## src/rtl/mem_bus_arbiter.sv

```systemverilog
// Two-requester arbiter: shares one single-beat memory port between the fetch and data buses.
// Data wins by default; a starvation counter forces a fetch grant after STARVE_LIMIT data grants.
module mem_bus_arbiter #(
    parameter int unsigned STARVE_LIMIT = 4
) (
    input  logic        clk,
    input  logic        reset,
    input  logic        i_valid,
    input  logic [63:0] i_addr,
    output logic        i_data_ok,
    output logic [31:0] i_data,
    input  logic        d_valid,
    input  logic [63:0] d_addr,
    input  logic [2:0]  d_size,
    input  logic [7:0]  d_strobe,
    input  logic [63:0] d_wdata,
    output logic        d_data_ok,
    output logic [63:0] d_rdata,
    output logic        m_valid,
    output logic        m_write,
    output logic [63:0] m_addr,
    output logic [2:0]  m_size,
    output logic [7:0]  m_strobe,
    output logic [63:0] m_wdata,
    input  logic        m_ready,
    input  logic [63:0] m_rdata,
    output logic        busy
);

    localparam int unsigned CNT_W = 4;
    localparam logic [CNT_W-1:0] LIMIT = CNT_W'(STARVE_LIMIT);

    typedef enum logic [2:0] {
        IDLE   = 3'd0,
        BUSY_I = 3'd1,
        BUSY_D = 3'd2,
        RESP_I = 3'd3,
        RESP_D = 3'd4
    } state_t;

    state_t           state_q;
    logic [CNT_W-1:0] starve_q, starve_d;
    logic             gnt_i, gnt_d;
    logic             i_data_ok_q, d_data_ok_q, busy_q;
    logic             m_valid_q, m_write_q;
    logic [63:0]      m_addr_q, m_wdata_q, d_rdata_q;
    logic [2:0]       m_size_q;
    logic [7:0]       m_strobe_q;
    logic [31:0]      i_data_q;

    // Grant decision and starvation counter update; grants only happen from IDLE.
    always_comb begin
        gnt_i    = 1'b0;
        gnt_d    = 1'b0;
        starve_d = starve_q;
        if (state_q == IDLE) begin
            if (d_valid && !(i_valid && (starve_q == LIMIT))) begin
                gnt_d = 1'b1;
            end else if (i_valid) begin
                gnt_i = 1'b1;
            end
        end
        if (gnt_i) begin
            starve_d = '0;
        end else if (gnt_d) begin
            if (!i_valid) begin
                starve_d = '0;
            end else if (starve_q != LIMIT) begin
                starve_d = starve_q + CNT_W'(1);
            end
        end
    end

    always_ff @(posedge clk or negedge reset) begin
        if (!reset) begin
            state_q     <= IDLE;
            starve_q    <= '0;
            i_data_ok_q <= 1'b0;
            d_data_ok_q <= 1'b0;
            busy_q      <= 1'b0;
            m_valid_q   <= 1'b0;
            m_write_q   <= 1'b0;
            m_addr_q    <= '0;
            m_size_q    <= '0;
            m_strobe_q  <= '0;
            m_wdata_q   <= '0;
            i_data_q    <= '0;
            d_rdata_q   <= '0;
        end else begin
            starve_q    <= starve_d;
            i_data_ok_q <= 1'b0;
            d_data_ok_q <= 1'b0;
            case (state_q)
                IDLE: begin
                    // The winner's request is captured here; m_* never follow the live inputs.
                    if (gnt_d) begin
                        state_q    <= BUSY_D;
                        busy_q     <= 1'b1;
                        m_valid_q  <= 1'b1;
                        m_write_q  <= |d_strobe;
                        m_addr_q   <= d_addr;
                        m_size_q   <= d_size;
                        m_strobe_q <= d_strobe;
                        m_wdata_q  <= d_wdata;
                    end else if (gnt_i) begin
                        state_q    <= BUSY_I;
                        busy_q     <= 1'b1;
                        m_valid_q  <= 1'b1;
                        m_write_q  <= 1'b0;
                        m_addr_q   <= i_addr;
                        m_size_q   <= 3'b010;
                        m_strobe_q <= '0;
                        m_wdata_q  <= '0;
                    end
                end
                BUSY_I: begin
                    if (m_ready) begin
                        state_q     <= RESP_I;
                        m_valid_q   <= 1'b0;
                        i_data_ok_q <= 1'b1;
                        i_data_q    <= m_addr_q[2] ? m_rdata[63:32] : m_rdata[31:0];
                    end
                end
                BUSY_D: begin
                    if (m_ready) begin
                        state_q     <= RESP_D;
                        m_valid_q   <= 1'b0;
                        d_data_ok_q <= 1'b1;
                        d_rdata_q   <= m_rdata;
                    end
                end
                RESP_I, RESP_D: begin
                    state_q <= IDLE;
                    busy_q  <= 1'b0;
                end
                default: begin
                    state_q   <= IDLE;
                    busy_q    <= 1'b0;
                    m_valid_q <= 1'b0;
                end
            endcase
        end
    end

    assign i_data_ok = i_data_ok_q;
    assign d_data_ok = d_data_ok_q;
    assign i_data    = i_data_q;
    assign d_rdata   = d_rdata_q;
    assign m_valid   = m_valid_q;
    assign m_write   = m_write_q;
    assign m_addr    = m_addr_q;
    assign m_size    = m_size_q;
    assign m_strobe  = m_strobe_q;
    assign m_wdata   = m_wdata_q;
    assign busy      = busy_q;

endmodule

```

## config.mk

```make
export PLATFORM = sky130hd
export DESIGN_NAME = mem_bus_arbiter
export DESIGN_NICKNAME = d
export VERILOG_FILES = /design/src/rtl/mem_bus_arbiter.sv
export SDC_FILE = /design/constraint.sdc
export NUM_CORES = 1
export LEC_CHECK = 0
export ABC_AREA = 1
export BUFFER_PORTS_ARGS = -buffer_cell sky130_fd_sc_hd__buf_2
export CORE_AREA = 2 2 197 199
export CTS_CLUSTER_SIZE = 8
export DETAILED_ROUTE_END_ITERATION = 12
export DIE_AREA = 0 0 199 201
export MAX_ROUTING_LAYER = met4
export PLACE_DENSITY = 0.65
export SLEW_MARGIN = 40
export SYNTH_ARGS = -nofsm -noshare
export SYNTH_HDL_FRONTEND = slang
export SYNTH_SLANG_ARGS = --single-unit
export TNS_END_PERCENT = 50
```

## constraint.sdc

```tcl
create_clock -name clk -period 1.8 [get_ports clk]
set_input_delay 0.09 -clock clk [delete_from_list [all_inputs] [get_ports clk]]
set_output_delay 0.09 -clock clk [all_outputs]
set_load 0.01 [all_outputs]
```

[Word level (Yosys, flattened, before mapping)]
Index checks and enable logic that the tools add are counted.
Storage, ports and cells
  register bits after elaboration: 247
  latch bits: 0
  RAM bits: 0
  bits in read-only memories: 0
  output and inout port bits: 240
  memories kept: 0
Operators by class
  add/subtract/negate cells: 1
  multipliers: 0
  divide/modulo/power cells: 0
  magnitude comparators: 0
  equality and inequality tests: 11
  shift operators: 0
  muxes and demuxes: 33
  bitwise logic cells: 2
  reduce and logical (&&, ||, !) cells: 15
Operators by type and width (count)
  64-bit 2-to-1 mux: 4
  32-bit 2-to-1 mux: 1
  3-bit 2-to-1 mux: 6
  4-bit 2-to-1 mux: 4
  8-bit 2-to-1 mux: 2
  1-bit 2-to-1 mux: 13
  2-bit AND reduction: 5
  3-bit one-hot mux with 3 select lines: 1
  8-bit OR reduction: 1
  3-bit by 2-bit equality test with 1-bit output, second input constant: 2
  3-bit AND reduction: 2
  4-bit by 1-bit adder with 4-bit output, second input constant: 1
  4-bit by 3-bit equality test with 1-bit output, second input constant: 1
  2-bit inequality test, second input constant: 2
  4-bit by 3-bit inequality test with 1-bit output, second input constant: 1
  2-bit OR reduction: 2
  3-bit by 1-bit equality test with 1-bit output, second input constant: 1
  3-bit equality test, second input constant: 1
  3-bit logical NOT: 1
  3-bit by 1-bit inequality test with 1-bit output, second input constant: 1
  3-bit inequality test, second input constant: 1
  1-bit one-hot mux with 3 select lines: 1
  1-bit logical AND: 2
  2-bit by 1-bit inequality test with 1-bit output, second input constant: 1
  other kinds (4): 5

[Depth between registers and ports, before layout]
Gate-level depths: netlist (run 1).
  depth in word-level cells: 9
  mapped depth: 11

[Worst setup path before layout (run 1)]
OpenSTA, ideal clock, no wires.
  kind: register to register
  start: reg starve_q[0]
  end: reg m_addr_q[22] (netlist: m_addr[22])
  library setup time: 0.118 ns
  arrival: 1.364 ns
  required time: 1.682 ns
  slack: 0.318 ns
  stages on the path, launching flop included: 11
  buffers on the path: 2
  cells stage by stage: dfrtp_1 inv_1 ha_1 nand2_1 inv_1 nand2_1 buf_2 buf_2 nand4_1 nand3_1 nand2_1
Between the ends
  longest elaborated chain between the ends: 8
Ends and longest elaborated chain
  from (decl): RTL line 42  | logic [CNT_W-1:0] starve_q, starve_d;
  from (signal assigned): RTL line 90  | starve_q <= starve_d;
  4-bit by 3-bit equality test with 1-bit output *: RTL line 57  | if (d_valid && !(i_valid && (starve_q == LIMIT))) begin
  1-bit logical AND *: RTL line 57
  1-bit logical NOT *: RTL line 57
  1-bit logical AND *: RTL line 57
  1-bit 2-to-1 mux: RTL line 57
  1-bit 2-to-1 mux: RTL line 56  | if (state_q == IDLE) begin
  2-bit nonzero test (no line)
  2-bit AND reduction (no line)
  to (signal assigned): RTL line 101  | m_addr_q <= d_addr;
  to (signal assigned): RTL line 110  | m_addr_q <= i_addr;
  to (decl): RTL line 46  | logic [63:0] m_addr_q, m_wdata_q, d_rdata_q;
Mark *: on every way between the ends. The rest lies on a longest branch, timed or not.
A chain may end at the register's enable or synchronous reset.

[Final worst setup path (run 1)]
  start: reg starve_q[1]
  end: reg m_addr_q[37] (netlist: m_addr[37])
The elaborated chain is that of the path after synthesis.

==> out/results.txt, run 1 <==
Via count - 12724
Clock Sinks - 247
I/O pin count - 512
Slew @ Worst Pin - 0.5021 ns
Power density cells - 1548 mW/mm^2
Clk buf depth - 3
Syn Area/Cell - 8.064 um^2
HPWL after DPL - 27800 um
Largest net degree at the start of global routing - 80
Status - finished clean
CTS Buf Count - 37
Crit path capture type - register
Type of origin of the critical path - register
Starting Density - 0.2946
P&R area growth vs syn - 62.43%
Fmax - 596.0 MHz
Root Driver - clkbuf_16
# nets final - 2443
Synth Flop Type - dfrtp_1
Htree depth - 2
Most area-consuming cells after synthesis - dfrtp_1 (55%), nand2_1 (17%), inv_1 (5.8%)
Vias in the first global route - 13372
WP data arrival - 2.13 ns
Final hold vios - 0
Clk_lat worst skew - 0.52 ns
Critical Path Fanout Max - 12
Die area - 0.04000 mm^2
Final Power - 28.22 mW
Period utilization - 0.9322
Post-synth EDFFs - 0
Crit Path Class - reg2reg
Tmin final - 1.678 ns
Critical path data required time - 2.25 ns
Worst-path cell chain - inv_1 -> ha_1 -> nand2_1 -> inv_1 -> nand2_4 -> nand3_4 -> buf_4 -> nand2_1 -> nand3_1 -> nand2_1
Ys async rst share - 1.000
Post-synthesis sequential area ratio - 0.5506
Max Clock Skew - 0.01595 ns
Final max-slew violation count - 0
Yosys cell types - 26
RSZ-0062 raised after global routing - true
Core Area - 0.03811 mm^2
GP Congestion - 0.8179
Leak - 10.02 nW
Count leader, synth - nand2_1
Slew HR - 0.6645
Synthesized cell area - 0.01123 mm^2
CTS tree - done
Slowest CP cell - dfrtp_1
Fin util - 0.4785
Gr usage total - 0.2264
Row cnt - 72
# setup viols final - 0
Largest area contributor in the netlist - dfrtp_1
Share of layout cells above drive strength 1 - 0.2830
Pre-antenna DRT Iters - 5
Drt wl/cell - 17.05 um
CP dominant cell by count - nand2_1
Final WL - 45890 um
Yosys warnings - 0
Max-cap violations - 0
I/O Buffers - 511
Syn_nets - 1666
Worst path max stage delay - 0.36 ns
Synth top area share - 0.5506
Vias per cell - 4.728
Initial DRC Count - 710
# diodes - 0
Antenna Nets Post-Route - 0
DRC viols - 0
CTS clk-pin slew, worst paths - 0.05 ns
Most frequent cells after synthesis - nand2_1 (514), dfrtp_1 (247), inv_1 (173), nand3_1 (70), nor2_1 (69)
First-pass GRT wire length - 69170 um
VDD IR-drop max - 0.001086 V
Cells after Synth - 1392
Antenna violations before repair - 0
Grt ovf - 0
Die width - 199 um
Die Y - 201 um
Min-Delay Path Class - in2reg
Flop and latch count out of synthesis - 247
-- layout by cell type, fill, tap and decap left out, types with 3 or more instances in the layout --
master and count:
a21oi_1 67, buf_2 510, buf_12 14, nand3_1 70, o21ai_0 39, nor2_1 68, o21ai_1 9, dlygate4sd3_1 270
o21a_1 32, clkbuf_16 39, dfrtp_1 246, inv_2 6, inv_1 173, nand4_1 65, nor2_4 3, nand2_1 511
buf_4 28
-- worst max-delay path: cells and delay by family, from the launching register on --
kind / cells / cell delay, ns
buffers and inverters: 3 / 0.39
AND/OR/NAND/NOR: 6 / 0.67
adder cells (fa/ha/maj): 1 / 0.17
flip-flops: 1 / 0.36
-- routing by layer --
layer  up-vias  part of all wire  GRT usage
li1       5850                 -          -
met1      5967              0.37     0.2382
met2       750              0.49     0.3817
met3       157             0.092    0.06452
met4         0             0.049     0.1226
met5         -                 0          -
-- registers in the layout (all words and copies together), names as in the netlist --
name / flops
busy: 1
d_data_ok: 1
d_rdata: 64
i_data: 32
i_data_ok: 1
m_addr: 64
m_size: 3
m_strobe: 8
m_valid: 1
m_wdata: 64
m_write: 1
starve_q: 4
state_q: 3
-- where the power goes --
group,leakage (nW),switching (mW),internal (mW),total (mW)
Combinational,6.53,7.55,4.84,12.4
Sequential,3.01,1.52,8.15,9.67
Clock,0.482,2.43,3.72,6.16
Total,10.0,11.5,16.7,28.2
-- worst paths after layout --
check	startpoint	to	slack (ns)	cells past startpoint
setup / recovery	starve_q[1]	m_addr[37]	0.12	10
hold / removal	d_valid	m_valid	0.04	6
setup reg to reg	starve_q[1]	m_addr[37]	0.12	10
hold reg to reg	m_valid	m_valid	0.47	2
max in group asynchronous	reset	m_addr[57]	1.02	3
min in group asynchronous	reset	d_rdata[60]	0.07	2
-- per-stage QoR --
stage	instance area [um^2]	hold slack, ns	setup TNS [ns]	setup slack, ns	std cells
2_1_floorplan	11230	-0.2056	0	0.3179	1392
3_3_place_gp	14450	0.03640	0	0.1358	2373
3_5_place_dp	14450	0.04096	0	0.08715	2373
4_1_cts	18140	0.02294	0	0.04431	2686
5_1_grt	18230	0.1042	-0.003237	-0.003237	2691
6_report	18230	0.03993	0	0.1220	2691
-- final cells by class --
| cell class | instances | area (um^2) |
|---|---|---|
| clock buffers | 40 | 958.4 |
| clock inverters | 3 | 28.78 |
| fillers | 3438 | 19870 |
| inverters | 180 | 675.6 |
| multi-input cells | 876 | 3918 |
| flip-flops and latches | 247 | 6182 |
| well taps | 518 | 648.1 |
| repair buffers | 827 | 5823 |
-- cells by family after synthesis --
kind of cell,after synthesis,share of synthesized area
and+or+nand+nor,725,0.2696
buffers and inverters,269,0.1033
DFF,247,0.5506
AOI/OAI and AO/OA,147,0.07267
xor gates and xnor gates,2,0.001561
adders and majority gates,2,0.002229
-- what timing repair did --
| action | 4_1_cts | 5_1_grt |
|---|---|---|
| hold buffers | 270 | 0 |
| resized for setup | 0 | 5 |
| hold endpoints to repair | 489 | 0 |
| endpoints found under the setup margin | 0 | 80 |
| buffers inserted | 0 | 3 |
Power figures use the tool's default switching activity.
==> inputs of run 2 (changes only) <==
--- a/config.mk
+++ b/config.mk
@@ -8,11 +8,14 @@
 export ABC_AREA = 1
 export BUFFER_PORTS_ARGS = -buffer_cell sky130_fd_sc_hd__buf_2
 export CORE_AREA = 2 2 197 199
+export CTS_BUF_LIST = sky130_fd_sc_hd__clkbuf_16
 export CTS_CLUSTER_SIZE = 8
 export DETAILED_ROUTE_END_ITERATION = 12
 export DIE_AREA = 0 0 199 201
+export GPL_TIMING_DRIVEN = 0
 export MAX_ROUTING_LAYER = met4
 export PLACE_DENSITY = 0.65
+export RECOVER_POWER = 25
 export SLEW_MARGIN = 40
 export SYNTH_ARGS = -nofsm -noshare
 export SYNTH_HDL_FRONTEND = slang
==> out/results.txt, run 2 (same netlist as run 1, synthesis figures left out) <==
Status - finished clean (unchanged)
Via count - 13013 (was 12724)
Grt ovf - 0 (unchanged)
Htree depth - 2 (unchanged)
Clock Sinks - 247 (unchanged)
First-pass GRT wire length - 73350 um (was 69170 um)
Fillers - 3427 (was 3438)
# setup viols final - 0 (unchanged)
Vias in the first global route - 13559 (was 13372)
Placed Area - 0.01452 mm^2 (was 0.01445 mm^2)
Tmin final - 1.734 ns (was 1.678 ns)
Die width - 199 um (unchanged)
Final max-slew violation count - 0 (unchanged)
VDD IR-drop max - 0.001032 V (was 0.001086 V)
Worst setup path startpoint - state_q[2] (was starve_q[1])
Pre-antenna DRT Iters - 5 (unchanged)
I/O pin count - 512 (unchanged)
CTS Buf Count - 36 (was 37)
Power density cells - 1562 mW/mm^2 (was 1548 mW/mm^2)
Worst path max stage delay - 0.47 ns (was 0.36 ns)
Gr usage total - 0.2432 (was 0.2264)
Final hold vios - 0 (unchanged)
Post-route setup slack - 0.06626 ns (was 0.1220 ns)
Worst reg2reg path startpoint - state_q[2] (was starve_q[1])
Internal - 16.70 mW (was 16.72 mW)
Starting Density - 0.2946 (unchanged)
Antenna violations before repair - 2 (was 0)
Combinational share of power - 0.452 (was 0.439)
Sw power - 11.92 mW (was 11.50 mW)
Type of origin of the critical path - register (unchanged)
Sequential Power Share - 0.337 (was 0.343)
Placement Setup Slack - -0.1820 ns (was 0.08715 ns)
Min-Delay Path Class - in2reg (unchanged)
DRC viols - 0 (unchanged)
Most common cell after layout, fill and taps aside - buf_2 (was nand2_1)
Fmax - 576.8 MHz (was 596.0 MHz)
WP data arrival - 2.15 ns (was 2.13 ns)
Slew @ Worst Pin - 1.078 ns (was 0.5021 ns)
# nets final - 2489 (was 2443)
Max Clock Skew - 0.01759 ns (was 0.01595 ns)
Critical Path Fanout Max - 10 (was 12)
Final WL - 48290 um (was 45890 um)
Crit path capture type - register (unchanged)
Slowest CP cell - dfrtp_2 (was dfrtp_1)
Clk_lat worst skew - 0.54 ns (was 0.52 ns)
Final Power - 28.61 mW (was 28.22 mW)
Die area - 0.04000 mm^2 (unchanged)
Vias per cell - 4.754 (was 4.728)
Slew HR - 0.2812 (was 0.6645)
Setup TNS - 0 ns (unchanged)
Crit Path Class - reg2reg (unchanged)
Sw frac - 0.4164 (was 0.4076)
Commonest non-fill, non-tap cells in the layout - buf_2 (523), nand2_1 (512), dlygate4sd3_1 (268) (was nand2_1 (511), buf_2 (510), dlygate4sd3_1 (270))
Critical path data required time - 2.22 ns (was 2.25 ns)
Leak - 10.09 nW (was 10.02 nW)
Root Driver - clkbuf_16 (unchanged)
Core Area - 0.03811 mm^2 (unchanged)
Share of layout cells above drive strength 1 - 0.2873 (was 0.2830)
GP Congestion - 0.9019 (was 0.8179)
Hold Startpoint - d_addr[47] (was d_valid)
Initial DRC Count - 647 (was 710)
Clk buf depth - 3 (unchanged)
I/O Buffers - 511 (unchanged)
Period utilization - 0.9632 (was 0.9322)
CTS tree - done (unchanged)
Worst-path cell chain - inv_2 -> nand3_1 -> nor2_4 -> buf_6 -> buf_4 -> nor2_1 -> a21oi_1 (was inv_1 -> ha_1 -> nand2_1 -> inv_1 -> nand2_4 -> nand3_4 -> buf_4 -> nand2_1 -> nand3_1 -> nand2_1)
CTS clk-pin slew, worst paths - 0.05 ns (about the same)
Largest net degree at the start of global routing - 74 (was 80)
Die Y - 201 um (unchanged)
Fin util - 0.4807 (was 0.4785)
Row cnt - 72 (unchanged)
Max-cap violations - 0 (unchanged)
P&R area growth vs syn - 63.17% (was 62.43%)
HPWL after DPL - 32190 um (was 27800 um)
Drt wl/cell - 17.64 um (was 17.05 um)
Cell area after layout - 0.01832 mm^2 (was 0.01823 mm^2)
Antenna Nets Post-Route - 0 (unchanged)
Clock group share of total power - 0.211 (was 0.218)
[run 2: critical path: cells and delay by family (launching register included)]
| family | cells | cell delay [ns] |
|---|---|---|
| buffers and inverters | 3 | 0.51 |
| flip-flops | 1 | 0.47 |
| AND/OR/NAND/NOR | 3 | 0.42 |
| AO/OA/AOI/OAI | 1 | 0.21 |
[run 2: metrics by stage]
step / hold WS, ns / std cells
after floorplan: -0.2056 / 1392
after global placement: 0.2850 / 2421
after detailed placement: 0.001272 / 2424
after CTS: 0.004610 / 2733
after global routing: 0.007853 / 2737
final: 0.001231 / 2737
[run 2: power by group through the flow]
stage	logic (mW)	registers (mW)	clock network, mW
2_1_floorplan	5.42	10.7	0
3_3_place_gp	11.8	9.46	0
3_5_place_dp	12.0	9.54	0
4_1_cts	12.6	9.54	6.20
5_1_grt	14.2	9.90	6.39
6_report	12.9	9.63	6.05
[run 2: path summary, 6_finish.rpt]
kind / endpoint / slack [ns] / cells past startpoint
setup reg to reg: i_data[22] / 0.07 / 7
hold / removal: m_addr[47] / 0.001 / 5
max in group asynchronous: m_wdata[19] / 0.32 / 3
setup / recovery: i_data[22] / 0.07 / 7
hold reg to reg: m_valid / 0.47 / 2
min in group asynchronous: m_addr[3] / 0.02 / 2
[run 2: layout make-up]
type / count / area, um^2 / share of cell area
Tap cell: 518 / 648.1 / 0.03538
Antenna cell: 2 / 5.005 / 0.0002732
Timing Repair Buffer: 785 / 5338 / 0.2914
Inverter: 180 / 675.6 / 0.03689
Sequential cell: 247 / 6182 / 0.3375
Buffer: 89 / 606.8 / 0.03313
Multi-Input combinational cell: 876 / 3913 / 0.2136
Clock inverter: 4 / 48.80 / 0.002664
Clock buffer: 36 / 900.9 / 0.04918
[run 2: per-layer routing]
| metal | share of wire | global-route usage |
|---|---|---|
| met1 | 0.38 | 0.2686 |
| met2 | 0.48 | 0.4021 |
| met3 | 0.092 | 0.06838 |
| met4 | 0.051 | 0.1189 |
| met5 | 0 | - |
[run 2: repair_timing]
action	4_1_cts	5_1_grt
pin swaps	1	2
endpoints found under the hold margin	415	0
hold buffers	268	0
setup endpoints to repair	106	154
gates resized for setup	11	48
setup buffers	1	2
==> inputs of run 3 (changes only) <==
--- a/config.mk
+++ b/config.mk
@@ -5,7 +5,7 @@
 export SDC_FILE = /design/constraint.sdc
 export NUM_CORES = 1
 export LEC_CHECK = 0
-export ABC_AREA = 1
+export ABC_AREA = 0
 export BUFFER_PORTS_ARGS = -buffer_cell sky130_fd_sc_hd__buf_2
 export CORE_AREA = 2 2 197 199
 export CTS_BUF_LIST = sky130_fd_sc_hd__clkbuf_16
@@ -14,7 +14,7 @@
 export DIE_AREA = 0 0 199 201
 export GPL_TIMING_DRIVEN = 0
 export MAX_ROUTING_LAYER = met4
-export PLACE_DENSITY = 0.65
+export PLACE_DENSITY = 0.63
 export RECOVER_POWER = 25
 export SLEW_MARGIN = 40
 export SYNTH_ARGS = -nofsm -noshare
==> out/results.txt, run 3 <==
Delay-heaviest family, CP - simple AND/OR/NAND/NOR gates (was buffers and inverters)
Post-route setup slack - -0.03707 ns (was 0.06626 ns)
CTS tree - done (unchanged)
Critical path data required time - 2.20 ns (was 2.22 ns)
Final max-slew violation count - 0 (unchanged)
Power density cells - 1593 mW/mm^2 (was 1562 mW/mm^2)
WP data arrival - 2.24 ns (was 2.15 ns)
Final WL - 46510 um (was 48290 um)
Post-synthesis sequential area ratio - 0.5811 (was 0.5506)
Fillers - 3175 (was 3427)
Leak - 8.505 nW (was 10.09 nW)
Max-cap violations - 0 (unchanged)
Fin util - 0.5089 (was 0.4807)
Syn_nets - 1163 (was 1666)
Final Power - 30.90 mW (was 28.61 mW)
Share of layout cells above drive strength 1 - 0.4827 (was 0.2873)
Period utilization - 1.021 (was 0.9632)
Most frequent cells after synthesis - dfrtp_1 (247), a21oi_1 (99), a22o_1 (75), nor4_1 (67) (was nand2_1 (514), dfrtp_1 (247), inv_1 (173), nand3_1 (70), nor2_1 (69))
Min-Delay Path Class - in2reg (unchanged)
Yosys cell types - 37 (was 26)
Synth Flop Type - dfrtp_1 (unchanged)
Grt ovf - 0 (unchanged)
Yosys warnings - 0 (unchanged)
Die width - 199 um (unchanged)
Fmax - 544.3 MHz (was 576.8 MHz)
Combinational share of power - 0.489 (was 0.452)
Synth top area share - 0.5811 (was 0.5506)
Tmin final - 1.837 ns (was 1.734 ns)
RSZ-0062 raised after global routing - true
Crit path capture type - register (unchanged)
# setup viols final - 6 (was 0)
Ys async rst share - 1.000 (unchanged)
WP depth - 5 (was 7)
P&R area growth vs syn - 82.33% (was 63.17%)
Clk_lat worst skew - 0.53 ns (was 0.54 ns)
Sw power - 12.33 mW (was 11.92 mW)
Worst hold stages - 4 (was 5)
Via count - 11506 (was 13013)
Most common cell after layout, fill and taps aside - buf_2 (unchanged)
Critical Path Fanout Max - 10 (unchanged)
CTS Buf Count - 36 (unchanged)
Clk buf depth - 3 (unchanged)
Internal - 18.57 mW (was 16.70 mW)
CTS clk-pin slew, worst paths - 0.05 ns (about the same)
Htree depth - 2 (unchanged)
Vias in the first global route - 11995 (was 13559)
Type of origin of the critical path - register (unchanged)
Drt wl/cell - 20.68 um (was 17.64 um)
Synthesized cell area - 0.01064 mm^2 (was 0.01123 mm^2)
VDD IR-drop max - 0.0008314 V (was 0.001032 V)
Commonest non-fill, non-tap cells in the layout - buf_2 (526), dlygate4sd3_1 (270), dfrtp_1 (245) (was buf_2 (523), nand2_1 (512), dlygate4sd3_1 (268))
I/O pin count - 512 (unchanged)
Row cnt - 72 (unchanged)
Max Clock Skew - 0.01330 ns (was 0.01759 ns)
Worst-path cell chain - or3_4 -> buf_12 -> buf_2 -> nor4_1 -> nor3_1 (was inv_2 -> nand3_1 -> nor2_4 -> buf_6 -> buf_4 -> nor2_1 -> a21oi_1)
Worst path max stage delay - 0.45 ns (was 0.47 ns)
Initial DRC Count - 606 (was 647)
Slew @ Worst Pin - 1.019 ns (was 1.078 ns)
Core Area - 0.03811 mm^2 (unchanged)
Flop and latch count out of synthesis - 247 (unchanged)
Largest area contributor in the netlist - dfrtp_1 (unchanged)
Antenna violations before repair - 1 (was 2)
First-pass GRT wire length - 68630 um (was 73350 um)
Sw frac - 0.3991 (was 0.4164)
DRC viols - 0 (unchanged)
GP Congestion - 0.9299 (was 0.9019)
Final hold slack - 0.05983 ns (was 0.001231 ns)
Post-synth EDFFs - 0 (unchanged)
Violated checks - negative setup slack
Slowest CP cell - dfrtp_2 (unchanged)
Cells after Synth - 889 (was 1392)
Slew HR - 0.3207 (was 0.2812)
Starting Density - 0.2791 (was 0.2946)
Clock Sinks - 247 (unchanged)
HPWL after DPL - 30550 um (was 32190 um)
Status - complete, but fails checks (was finished clean)
Gr usage total - 0.2266 (was 0.2432)
Crit Path Class - reg2reg (unchanged)
I/O Buffers - 509 (was 511)
Largest net degree at the start of global routing - 75 (was 74)
Die area - 0.04000 mm^2 (unchanged)
Syn Area/Cell - 11.96 um^2 (was 8.064 um^2)
Count leader, synth - dfrtp_1 (was nand2_1)
Antenna Nets Post-Route - 0 (unchanged)
Most area-consuming cells after synthesis - dfrtp_1 (58%), mux2_2 (6.8%), a22o_1 (6.2%) (was dfrtp_1 (55%), nand2_1 (17%), inv_1 (5.8%))
Sequential Power Share - 0.317 (was 0.337)
Die Y - 201 um (unchanged)
Pre-antenna DRT Iters - 5 (unchanged)
# nets final - 2002 (was 2489)
Clock group share of total power - 0.194 (was 0.211)
Vias per cell - 5.116 (was 4.754)
Bufs and invs on worst path - 2 (was 3)
R2R depth - 5 (was 7)
Root Driver - clkbuf_16 (unchanged)
Final hold vios - 0 (unchanged)
==> run 3: through the flow <==
step	cells	setup slack, ns	cell area [um^2]	TNS, ns
after CTS	2237	-0.04957	18610	-1.179
after detailed placement	1919	-0.6280	13930	-68.89
after global placement	1916	-3.928	13830	-1035.15
after global routing	2249	-0.1012	19390	-1.761
final	2249	-0.03707	19390	-0.1102
after floorplan	889	0.05171	10640	0
==> run 3: path summary, 6_finish.rpt <==
kind                             from           to  slack, ns
max                        state_q[0]   m_addr[38]      -0.04
min                           i_valid         busy       0.06
max reg2reg                state_q[0]   m_addr[38]      -0.04
min reg2reg                m_wdata[1]   m_wdata[1]       0.49
max in group asynchronous       reset    m_size[0]       0.25
min in group asynchronous       reset  d_rdata[26]       0.10
==> run 3: cell families (layout without fill, tap and decap cells) <==
kind of cell / after synthesis / after routing / synth area share
AO/OA/AOI/OAI: 251 / 251 / 0.1766
flip-flops: 247 / 247 / 0.5811
AND/OR/NAND/NOR: 186 / 186 / 0.09446
buffers and inverters: 106 / 947 / 0.04670
multiplexers: 97 / 97 / 0.09881
adder cells (fa/ha/maj): 2 / 2 / 0.002352
other: 0 / 1 / 0
==> run 3: power by group through the flow <==
| stage | sequential, mW | clock, mW | combinational, mW |
|---|---|---|---|
| 2_1_floorplan | 10.8 | 0 | 5.78 |
| 3_3_place_gp | 9.62 | 0 | 12.0 |
| 3_5_place_dp | 9.68 | 0 | 12.2 |
| 4_1_cts | 9.66 | 6.16 | 13.9 |
| 5_1_grt | 10.1 | 6.38 | 16.1 |
| 6_report | 9.79 | 6.01 | 15.1 |
==> run 3: per-layer routing <==
layer / global-route usage / vias to the layer above / part of all wire
li1: - / 5095 / -
met1: 0.2649 / 5669 / 0.39
met2: 0.3715 / 587 / 0.49
met3: 0.04923 / 155 / 0.068
met4: 0.1034 / 0 / 0.046
met5: - / - / 0
==> run 3: cell type report <==
cell class,instances,area [um^2],share of cell area
repair buffers,803,5507,0.2839
multi-input cells,536,5294,0.2730
flip-flops and latches,247,6183,0.3188
well taps,518,648.1,0.03342
diodes,1,2.502,0.0001290
plain buffers,99,793.3,0.04090
clock inverters,3,21.27,0.001097
inverters,5,18.77,0.0009677
clock buffers,37,925.9,0.04774
==> run 3: worst min-delay path, cell delays in order <==
cell      delay [ns]
buf_2           0.14
o21ba_2         0.15
o21bai_1        0.06
a21oi_1         0.10
==> run 3: repair_timing <==
| action | 4_1_cts | 5_1_grt |
|---|---|---|
| setup buffers | 10 | 7 |
| resized for setup | 222 | 130 |
| cloned | 0 | 4 |
| setup endpoints to repair | 243 | 218 |
| hold buffers | 270 | 0 |
| pin swaps | 9 | 22 |
| endpoints found under the hold margin | 429 | 0 |
